===== src/rtl/ofdm_frame_pkg.sv =====
// Shared definitions for the OFDM frame scheduler: carrier kinds, FSM encodings, FIFO entry layout.
package ofdm_frame_pkg;

  localparam logic [1:0] KIND_DATA  = 2'b00;
  localparam logic [1:0] KIND_PILOT = 2'b01;
  localparam logic [1:0] KIND_NULL  = 2'b10;
  localparam logic [1:0] KIND_PRE   = 2'b11;

  localparam logic [1:0] ST_IDLE  = 2'b00;
  localparam logic [1:0] ST_PRE   = 2'b01;
  localparam logic [1:0] ST_RUN   = 2'b10;
  localparam logic [1:0] ST_DRAIN = 2'b11;

  localparam int ENTRY_W = 5;

  typedef struct packed {
    logic [1:0] data;
    logic [1:0] kind;
    logic       sym_start;
  } carrier_t;

  function automatic carrier_t make_carrier(input logic [1:0] data, input logic [1:0] kind,
                                            input logic sos);
    carrier_t c;
    c.data      = data;
    c.kind      = kind;
    c.sym_start = sos;
    return c;
  endfunction

endpackage


===== src/rtl/sched_skid_fifo.sv =====
// Two-entry output FIFO for the frame scheduler. Port a is always the older of two same-cycle
// writes (a returning ROM read), port b the newer (a pilot/null issued in the same cycle).
module sched_skid_fifo #(
  parameter int W = 5
) (
  input  logic         clk,
  input  logic         rst,
  input  logic         push_a,
  input  logic [W-1:0] din_a,
  input  logic         push_b,
  input  logic [W-1:0] din_b,
  input  logic         pop,
  output logic [W-1:0] head,
  output logic [1:0]   count
);

  logic [W-1:0] e0_r;
  logic [W-1:0] e1_r;
  logic [1:0]   count_r;

  logic         pop_s;
  logic [1:0]   base_cnt_s;
  logic [1:0]   idx_a_s;
  logic [1:0]   idx_b_s;
  logic [1:0]   cnt_next_s;
  logic [W-1:0] base_s [0:1];
  logic [W-1:0] slot_s [0:1];

  // Shift out the head on pop, then append the ordered writes behind the survivors.
  always_comb begin
    pop_s      = pop && (count_r != 2'd0);
    base_cnt_s = count_r - {1'b0, pop_s};
    idx_a_s    = base_cnt_s;
    idx_b_s    = base_cnt_s + {1'b0, push_a};
    cnt_next_s = base_cnt_s + {1'b0, push_a} + {1'b0, push_b};
    base_s[0]  = pop_s ? e1_r : e0_r;
    base_s[1]  = pop_s ? {W{1'b0}} : e1_r;
    for (int i = 0; i < 2; i++) begin
      if (push_a && (idx_a_s == 2'(i))) begin
        slot_s[i] = din_a;
      end else if (push_b && (idx_b_s == 2'(i))) begin
        slot_s[i] = din_b;
      end else begin
        slot_s[i] = base_s[i];
      end
    end
  end

  // Entry storage; empty slots are kept at zero so the head reads 0 when nothing is valid.
  always_ff @(posedge clk) begin
    if (rst) begin
      e0_r    <= {W{1'b0}};
      e1_r    <= {W{1'b0}};
      count_r <= 2'd0;
    end else begin
      e0_r    <= slot_s[0];
      e1_r    <= slot_s[1];
      count_r <= cnt_next_s;
    end
  end

  assign head  = e0_r;
  assign count = count_r;

endmodule


===== src/rtl/ofdm_frame_sched.sv =====
// OFDM frame scheduler: turns ROM bit-pairs into symbols with guard, DC and pilot carriers.
// Define FRAME_PREAMBLE_EN to prepend one preamble symbol to every frame.
module ofdm_frame_sched
  import ofdm_frame_pkg::*;
#(
  parameter int         ADDR_W         = 10,
  parameter int         N_SC           = 64,
  parameter int         N_NULL_LO      = 6,
  parameter int         N_NULL_HI      = 5,
  parameter int         PILOT_SPACING  = 8,
  parameter logic [1:0] PILOT_VAL      = 2'b11,
  parameter int         SYMS_PER_FRAME = 4
) (
  input  logic              clk,
  input  logic              rst,
  input  logic              en,
  input  logic              start,
  output logic [ADDR_W-1:0] rom_addr,
  output logic              rom_rd,
  input  logic [1:0]        rom_data,
  output logic [1:0]        out_data,
  output logic [1:0]        out_kind,
  output logic              out_valid,
  input  logic              out_ready,
  output logic              sym_start,
  output logic              frame_done,
  output logic              busy
);

  localparam int K_W   = $clog2(N_SC);
  localparam int SYM_W = $clog2(SYMS_PER_FRAME + 1);
  localparam int PC_W  = $clog2(PILOT_SPACING + 1);

  localparam logic [K_W-1:0]   K_ZERO    = {K_W{1'b0}};
  localparam logic [K_W-1:0]   K_LAST    = K_W'(N_SC - 1);
  localparam logic [K_W-1:0]   K_LO      = K_W'(N_NULL_LO);
  localparam logic [K_W-1:0]   K_HI      = K_W'(N_SC - N_NULL_HI);
  localparam logic [K_W-1:0]   K_DC      = K_W'(N_SC / 2);
  localparam logic [SYM_W-1:0] SYM_LAST  = SYM_W'(SYMS_PER_FRAME - 1);
  localparam logic [PC_W-1:0]  PC_ZERO   = {PC_W{1'b0}};
  localparam logic [PC_W-1:0]  PC_RELOAD = PC_W'(PILOT_SPACING - 1);

`ifdef FRAME_PREAMBLE_EN
  localparam logic [1:0] FIRST_ST = ST_PRE;
`else
  localparam logic [1:0] FIRST_ST = ST_RUN;
`endif

  logic [1:0]        state_r;
  logic [K_W-1:0]    k_r;
  logic [SYM_W-1:0]  sym_r;
  logic [PC_W-1:0]   pcnt_r;
  logic [ADDR_W-1:0] rom_addr_r;
  logic              inflight_r;
  logic              inflight_sos_r;
  logic              frame_done_r;
  logic              busy_r;

  logic              null_s;
  logic              pilot_s;
  logic              pre_s;
  logic              data_s;
  logic              k_last_s;
  logic              sos_s;
  logic [PC_W-1:0]   pcnt_next_s;
  logic              active_s;
  logic              room_s;
  logic              issue_s;
  logic              rom_rd_s;
  logic              push_b_s;
  logic              pop_s;
  logic              last_pop_s;
  logic [1:0]        count_s;
  carrier_t          issue_entry_s;
  carrier_t          data_entry_s;
  carrier_t          head_s;

  // Classify carrier k; pilots come from a down-counter that restarts at the first non-guard carrier.
  always_comb begin
    null_s   = (k_r < K_LO) || (k_r >= K_HI) || (k_r == K_DC);
    pilot_s  = !null_s && (pcnt_r == PC_ZERO);
    pre_s    = (state_r == ST_PRE);
    data_s   = !null_s && !pilot_s && !pre_s;
    k_last_s = (k_r == K_LAST);
    sos_s    = (k_r == K_ZERO);
    if (k_last_s || (k_r < K_LO)) begin
      pcnt_next_s = PC_ZERO;
    end else if (pcnt_r == PC_ZERO) begin
      pcnt_next_s = PC_RELOAD;
    end else begin
      pcnt_next_s = pcnt_r - PC_W'(1);
    end
  end

  // Issue gating: an in-flight ROM read reserves a FIFO slot just like a stored entry.
  always_comb begin
    active_s   = (state_r == ST_RUN) || (state_r == ST_PRE);
    room_s     = ({1'b0, count_s} + {2'b00, inflight_r}) < 3'd2;
    issue_s    = active_s && en && room_s;
    rom_rd_s   = issue_s && data_s;
    push_b_s   = issue_s && !data_s;
    pop_s      = (count_s != 2'd0) && out_ready;
    last_pop_s = (state_r == ST_DRAIN) && pop_s && (count_s == 2'd1) && !inflight_r;
    data_entry_s = make_carrier(rom_data, KIND_DATA, inflight_sos_r);
    if (null_s) begin
      issue_entry_s = make_carrier(2'b00, KIND_NULL, sos_s);
    end else if (pre_s) begin
      issue_entry_s = make_carrier(PILOT_VAL, KIND_PRE, sos_s);
    end else begin
      issue_entry_s = make_carrier(PILOT_VAL, KIND_PILOT, sos_s);
    end
  end

  sched_skid_fifo #(
    .W(ENTRY_W)
  ) u_fifo (
    .clk   (clk),
    .rst   (rst),
    .push_a(inflight_r),
    .din_a (data_entry_s),
    .push_b(push_b_s),
    .din_b (issue_entry_s),
    .pop   (pop_s),
    .head  (head_s),
    .count (count_s)
  );

  // Frame FSM, carrier/symbol counters and the free-running ROM address.
  always_ff @(posedge clk) begin
    if (rst) begin
      state_r        <= ST_IDLE;
      k_r            <= K_ZERO;
      sym_r          <= {SYM_W{1'b0}};
      pcnt_r         <= PC_ZERO;
      rom_addr_r     <= {ADDR_W{1'b0}};
      inflight_r     <= 1'b0;
      inflight_sos_r <= 1'b0;
      frame_done_r   <= 1'b0;
      busy_r         <= 1'b0;
    end else begin
      frame_done_r   <= 1'b0;
      inflight_r     <= rom_rd_s;
      inflight_sos_r <= rom_rd_s && sos_s;
      if (rom_rd_s) begin
        rom_addr_r <= rom_addr_r + ADDR_W'(1);
      end
      if (issue_s) begin
        k_r    <= k_last_s ? K_ZERO : (k_r + K_W'(1));
        pcnt_r <= pcnt_next_s;
      end
      case (state_r)
        ST_IDLE: begin
          if (start) begin
            state_r <= FIRST_ST;
            k_r     <= K_ZERO;
            sym_r   <= {SYM_W{1'b0}};
            pcnt_r  <= PC_ZERO;
            busy_r  <= 1'b1;
          end
        end
        ST_PRE: begin
          if (issue_s && k_last_s) begin
            state_r <= ST_RUN;
          end
        end
        ST_RUN: begin
          if (issue_s && k_last_s) begin
            if (sym_r == SYM_LAST) begin
              state_r <= ST_DRAIN;
            end else begin
              sym_r <= sym_r + SYM_W'(1);
            end
          end
        end
        ST_DRAIN: begin
          if (last_pop_s) begin
            state_r      <= ST_IDLE;
            frame_done_r <= 1'b1;
            busy_r       <= 1'b0;
          end
        end
        default: begin
          state_r <= ST_IDLE;
        end
      endcase
    end
  end

  assign rom_addr   = rom_addr_r;
  assign rom_rd     = rom_rd_s;
  assign out_data   = head_s.data;
  assign out_kind   = head_s.kind;
  assign sym_start  = head_s.sym_start;
  assign out_valid  = (count_s != 2'd0);
  assign frame_done = frame_done_r;
  assign busy       = busy_r;

endmodule


===== config.mk =====
export PLATFORM = sky130hd
export DESIGN_NAME = ofdm_frame_sched
export DESIGN_NICKNAME = d
export VERILOG_FILES = /design/src/rtl/ofdm_frame_pkg.sv /design/src/rtl/sched_skid_fifo.sv /design/src/rtl/ofdm_frame_sched.sv
export SDC_FILE = /design/constraint.sdc
export NUM_CORES = 1
export LEC_CHECK = 0
export BUFFER_PORTS_ARGS = -buffer_cell sky130_fd_sc_hd__clkbuf_2
export CAP_MARGIN = 20
export CORE_AREA = 5 5 78 72
export CTS_BUF_LIST = sky130_fd_sc_hd__clkbuf_8
export CTS_CLUSTER_DIAMETER = 150
export CTS_CLUSTER_SIZE = 16
export DETAILED_ROUTE_END_ITERATION = 8
export DIE_AREA = 0 0 83 77
export GPL_TIMING_DRIVEN = 0
export PLACE_DENSITY_LB_ADDON = 0.2
export SKIP_CTS_REPAIR_TIMING = 1
export SLEW_MARGIN = 15
export SYNTH_ARGS = -nofsm -noshare
export SYNTH_HDL_FRONTEND = slang
export SYNTH_SLANG_ARGS = --single-unit

===== constraint.sdc =====
create_clock -name clk -period 2.25 [get_ports clk]
set_input_delay 0.225 -clock clk [delete_from_list [all_inputs] [get_ports clk]]
set_output_delay 0.225 -clock clk [all_outputs]
set_load 0.05 [all_outputs]

# Word-level counts from Yosys, hierarchy flattened
# Index checks and enable logic that the tools add are counted.
# word_totals
input_bits	7
ff_bits	41
out_inout_bits	19
# op_classes
n_mux	31
n_reduce_logical	45
add_sub_neg	8
order_cmp	3
eq_ne	15
n_bitwise	1
# op_table
operator	count
$mux W5	7
$mux W6	4
$mux W4	5
$logic_and A1 B1 Y1	18
$eq A6 B6 Y1 const B	2
$mux W3	4
$add A10 B1 Y10 const B	1
$mux W2	5
$reduce_bool A2 Y1	5
$eq A2 B1 Y1 const B	4
$pmux W2 S4	1
$add A6 B1 Y6 const B	1
$ge A6 B6 Y1 const B	1
$logic_not A2 Y1	3
$logic_not A6 Y1	1
$lt A6 B3 Y1 const B	1
$ne A2 B1 Y1 const B	3
$ne A2 B2 Y1 const B	3
$pmux W3 S2	1
$reduce_bool A3 Y1	2
$reduce_or A2 Y1	3
$logic_not A1 Y1	5
$reduce_and A5 Y1	1
$add A2 B1 Y2	2
14 further kinds	20

# Logic depth before layout (Yosys ltp)
# depth
ltp_word	13
depth_mapped	10
ltp_nobuf	9

# Cells and area by module
# Synthesis repeated with hierarchy kept, for this count alone.
# unflattened
hier_cells	288
hier_area_um2	2411.1
# by_module_without_submodules
module	n_inst	area_per_inst_um2	cells_each	seq_area_each_um2
ofdm_frame_sched	1	1682.9	203	580.6
sched_skid_fifo	1	728.2	85	240.2

# Least setup slack after synthesis
# OpenSTA, ideal clock, no wires.
# synth_timing
path_kind	reg2reg
from	register u_fifo.count_r[0], in the netlist u_fifo.count[0]
to	register u_fifo.e1_r[3]
path_slack_ns	-0.080
path_buffers	1
arrival_time_ns	2.244
path_stages_with_launch	11
cell_sequence	dfxtp_1 o21ai_0 buf_2 inv_1 ha_1 inv_1 ha_1 xor2_1 nand3_1 o31a_1 a211oi_1
# synth_between
elab_chain_cells	9
elab_cells_between_ends	16
# synth_lines
item	line	source
start: declaration	sched_skid_fifo.sv:19	logic [1:0] count_r;
start signal: assignment	sched_skid_fifo.sv:58	count_r <= cnt_next_s;
$reduce_bool A2 Y1	sched_skid_fifo.sv:31, ofdm_frame_sched.sv:102	
$logic_and A1 B1 Y1	ofdm_frame_sched.sv:102	pop_s = (count_s != 2'd0) && out_ready;
$logic_and A1 B1 Y1	sched_skid_fifo.sv:31	pop_s = pop && (count_r != 2'd0);
$sub A2 B1 Y2	sched_skid_fifo.sv:32	base_cnt_s = count_r - {1'b0, pop_s};
$add A2 B1 Y2	sched_skid_fifo.sv:34	idx_b_s = base_cnt_s + {1'b0, push_a};
$eq A2 B1 Y1	sched_skid_fifo.sv:41	end else if (push_b && (idx_b_s == 2'(i))) begin
$logic_and A1 B1 Y1	sched_skid_fifo.sv:41	
$mux W5	sched_skid_fifo.sv:41	
$mux W5	sched_skid_fifo.sv:39	if (push_a && (idx_a_s == 2'(i))) begin
end signal: assignment	sched_skid_fifo.sv:53	e1_r <= {W{1'b0}};
end signal: assignment	sched_skid_fifo.sv:57	e1_r <= slot_s[1];
end: declaration	sched_skid_fifo.sv:18	logic [W-1:0] e1_r;
# Several ways; a longest one is shown, not always the timed one.
# A chain may end at the register's enable or synchronous reset.

# Final worst setup path
# layout_timing
from	register u_fifo.count_r[1], in the netlist u_fifo.count[1]
to	register u_fifo.e0_r[2], in the netlist u_fifo.head[2]
# layout_between
elab_chain_cells	8
elab_cells_between_ends	16
# layout_lines
item	line	source
$reduce_bool A2 Y1	sched_skid_fifo.sv:31, ofdm_frame_sched.sv:102	
$logic_and A1 B1 Y1	ofdm_frame_sched.sv:102	
$logic_and A1 B1 Y1	sched_skid_fifo.sv:31	
$sub A2 B1 Y2	sched_skid_fifo.sv:32	
$add A2 B1 Y2	sched_skid_fifo.sv:34	
$logic_not A2 Y1	sched_skid_fifo.sv:41	
$logic_and A1 B1 Y1	sched_skid_fifo.sv:41	
$mux W5 or $reduce_bool A2 Y1 (tied branches)	-	
end signal: assignment	sched_skid_fifo.sv:52	e0_r <= {W{1'b0}};
end signal: assignment	sched_skid_fifo.sv:56	e0_r <= slot_s[0];
end: declaration	sched_skid_fifo.sv:17	logic [W-1:0] e0_r;
# Several ways; a longest one is shown, not always the timed one.

==> out/summary.txt <==
Post-route setup slack: 37.3 ps
Setup tns final: 0 ps
Synth Instances: 273
Initial antenna violation count: 0
Worst-margin pin slew: 663 ps
Total wire length: 5580 um
Die W: 83 um
Diodes inserted: 0
Worst path bufs/invs: 3
Multiplexer share of the synthesized area: 3.64%
Post-Syn Area: 0.00227 sq mm
Synth Area in XOR/XNOR: 3.47%
Initial DRC Count: 116
GPL Wtd Cong: 0.823
Placed cell areas: 0.00248 sq mm
Die height: 77 um
Crit path max fanout: 5
Worst skew pair latency: 300 ps
Post-DP HPWL: 3940 um
Slowest-stage cell, CP: dfxtp_4
Commonest non-fill, non-tap cell in the layout: dfxtp_1
Critical Path End Type: register
Largest family of logic cells by synthesized area: simple AND/OR/NAND/NOR gates
Share of cells above drive strength 1: 25.9%
Slew Viols, Final: 0
CTS sink cnt: 41
Clk network pwr share: 24.5%
Number of synthesized flops with an enable pin: 0
# setup viols final: 0
Initial core utilization: 47.8%
Internal cell power: 1.29 mW
Clk Tree Root Cell: clkbuf_8
Ys async rst share: 0%
Worst path required time: 2410 ps
Sequential element share of the synthesized area: 36.2%
Combinational power share: 34.2%
Clock Path Buffers: 2
Die area: 0.00639 sq mm
DRT Pass-1 Iters: 4
Status: finished clean
Leakage: 1.08 nW
Synthesis Warnings: 0
Placed cells: 363
Crit-path leading delay family: simple AND/OR/NAND/NOR gates
Routed vias: 2116
CP Cell Sequence: o21ai_4, buf_6, inv_1, ha_4, inv_2, ha_4, xor2_1, or3_4, nor4_4, a2111oi_4
Period utilization: 98.3%
CP Data Arrival Time: 2370 ps
Total gr overflow: 0
Crit-path max cell delay: 390 ps
CTS tree: done
Largest net degree at the start of global routing: 12
Worst min path class: input pin to register
Switching Share: 35.4%
Row count: 24
Peak supply drop: 0.402 mV
Final instance area: 0.00281 sq mm
PortBufs: 25
Fmax: 452 MHz
Flops & latches, synth: 41
RSZ-0062 raised after global routing: yes
Layout fillers: 477
Final std cells w/o fill: 374
DP Worst Slack: -315 ps
Distinct cell type count after synthesis: 52
Vias in the first global route: 2000
Num ports: 26
Area grow syn2layout: 23.8%
Max cap viols: 0
Most frequent cells in the layout: dfxtp_1, a21oi_1, clkbuf_2
Final core occ: 59.2%
Core Area: 0.00474 sq mm
Final hold vios: 0
Total GRT Usage: 17.5%
WL per Instance: 14.9 um
FF-to-FF setup slack: 40 ps
Pwr Density: 710 mW/mm^2
Mean Syn Cell Area: 8.31 sq um
Slew HR: 55.5%
Clock H-tree levels: 2
Skew final: 8.24 ps
Total CTS buffers: 5
Most used flip-flop cell after synthesis: dfxtp_1
Remaining DRCs: 0
Final antenna-violating net count: 0
Sw Pwr: 0.707 mW
Setup CP Type: register to register
CTS clock-pin slew for the worst setup and hold paths: 80 ps
CP most frequent cell: ha_4
Total Power: 2.00 mW
Hold_ws: 160 ps
Reg power frac: 41.3%
Syn_nets: 293
Nets: 329
Vias per cell: 5.66
First-pass GRT wire length: 9140 um
Complex-gate fraction of the synthesized area: 20.6%
Adder-Cell Fraction of Synth Area: 7.17%
Synth Area in Simple Gates: 23.6%
Tmin final: 2210 ps
CP Launch Type: register
## flip-flops by register name, indices dropped and copies added (netlist names)
signal	count
sym_r	3
pcnt_r	4
state_r	2
inflight_sos_r	1
inflight_r	1
k_r	6
frame_done	1
u_fifo.head	5
u_fifo.count	2
u_fifo.e1_r	5
rom_addr	10
busy	1
## final timing paths
| path | start | endpoint | cells past startpoint |
|---|---|---|---|
| max | u_fifo.count[1] | u_fifo.head[2] | 10 |
| min | rom_data[1] | u_fifo.head[4] | 2 |
| max reg2reg | u_fifo.count[1] | u_fifo.head[2] | 10 |
| min reg2reg | sym_r[1] | sym_r[1] | 2 |
## power groups by stage
stage / sequential, mW / combinational (mW) / clock (mW)
2_1_floorplan: 0.903 / 0.320 / 0
5_1_grt: 0.835 / 0.738 / 0.537
3_5_place_dp: 0.825 / 0.511 / 0
3_3_place_gp: 0.823 / 0.504 / 0
4_1_cts: 0.808 / 0.513 / 0.506
6_report: 0.824 / 0.683 / 0.488
## layer usage
metal	global-route usage [%]	wire length [um]	up-vias
met5	0	0	-
met4	6.05	69	0
met3	4.61	301	7
met2	26.7	2530	49
met1	23.8	2680	994
li1	-	-	1066
## synthesized netlist by cell type, types with 5 or more instances
| cell | instances | area share [%] |
|---|---|---|
| o211ai_1 | 6 | 2.0 |
| nor3_1 | 10 | 2.2 |
| inv_1 | 17 | 2.8 |
| a21oi_1 | 24 | 5.3 |
| nand2_1 | 18 | 3.0 |
| ha_1 | 13 | 7.2 |
| or3_1 | 8 | 2.2 |
| nor2_1 | 24 | 4.0 |
| buf_2 | 5 | 1.1 |
| o21ai_0 | 13 | 2.9 |
| nand4_1 | 6 | 1.7 |
| clkbuf_1 | 5 | 0.83 |
| xor2_1 | 5 | 1.9 |
| dfxtp_1 | 41 | 36 |
| mux2i_1 | 6 | 2.6 |
| nand3_1 | 9 | 2.0 |
## logic make-up (layout without fill, tap and decap cells)
family	Yosys count	after routing
muxes	8	8
buffers and inverters	28	64
DFF	41	41
other	1	1
adders and majority gates	13	13
xor gates and xnor gates	9	9
and+or+nand+nor	102	102
AOI/OAI and AO/OA	71	71
## final cells by class
class	instances	area (sq um)	share of cell area, %
clock inverter	1	3.75	0.134
inverter	17	63.8	2.27
timing repair buffer	30	173	6.14
sequential	41	830	29.5
buffer	10	63.8	2.27
clock buffer	6	82.6	2.94
multi-input combinational	204	1510	53.8
tap	65	81.3	2.89
(Power assumes the default switching activity.)
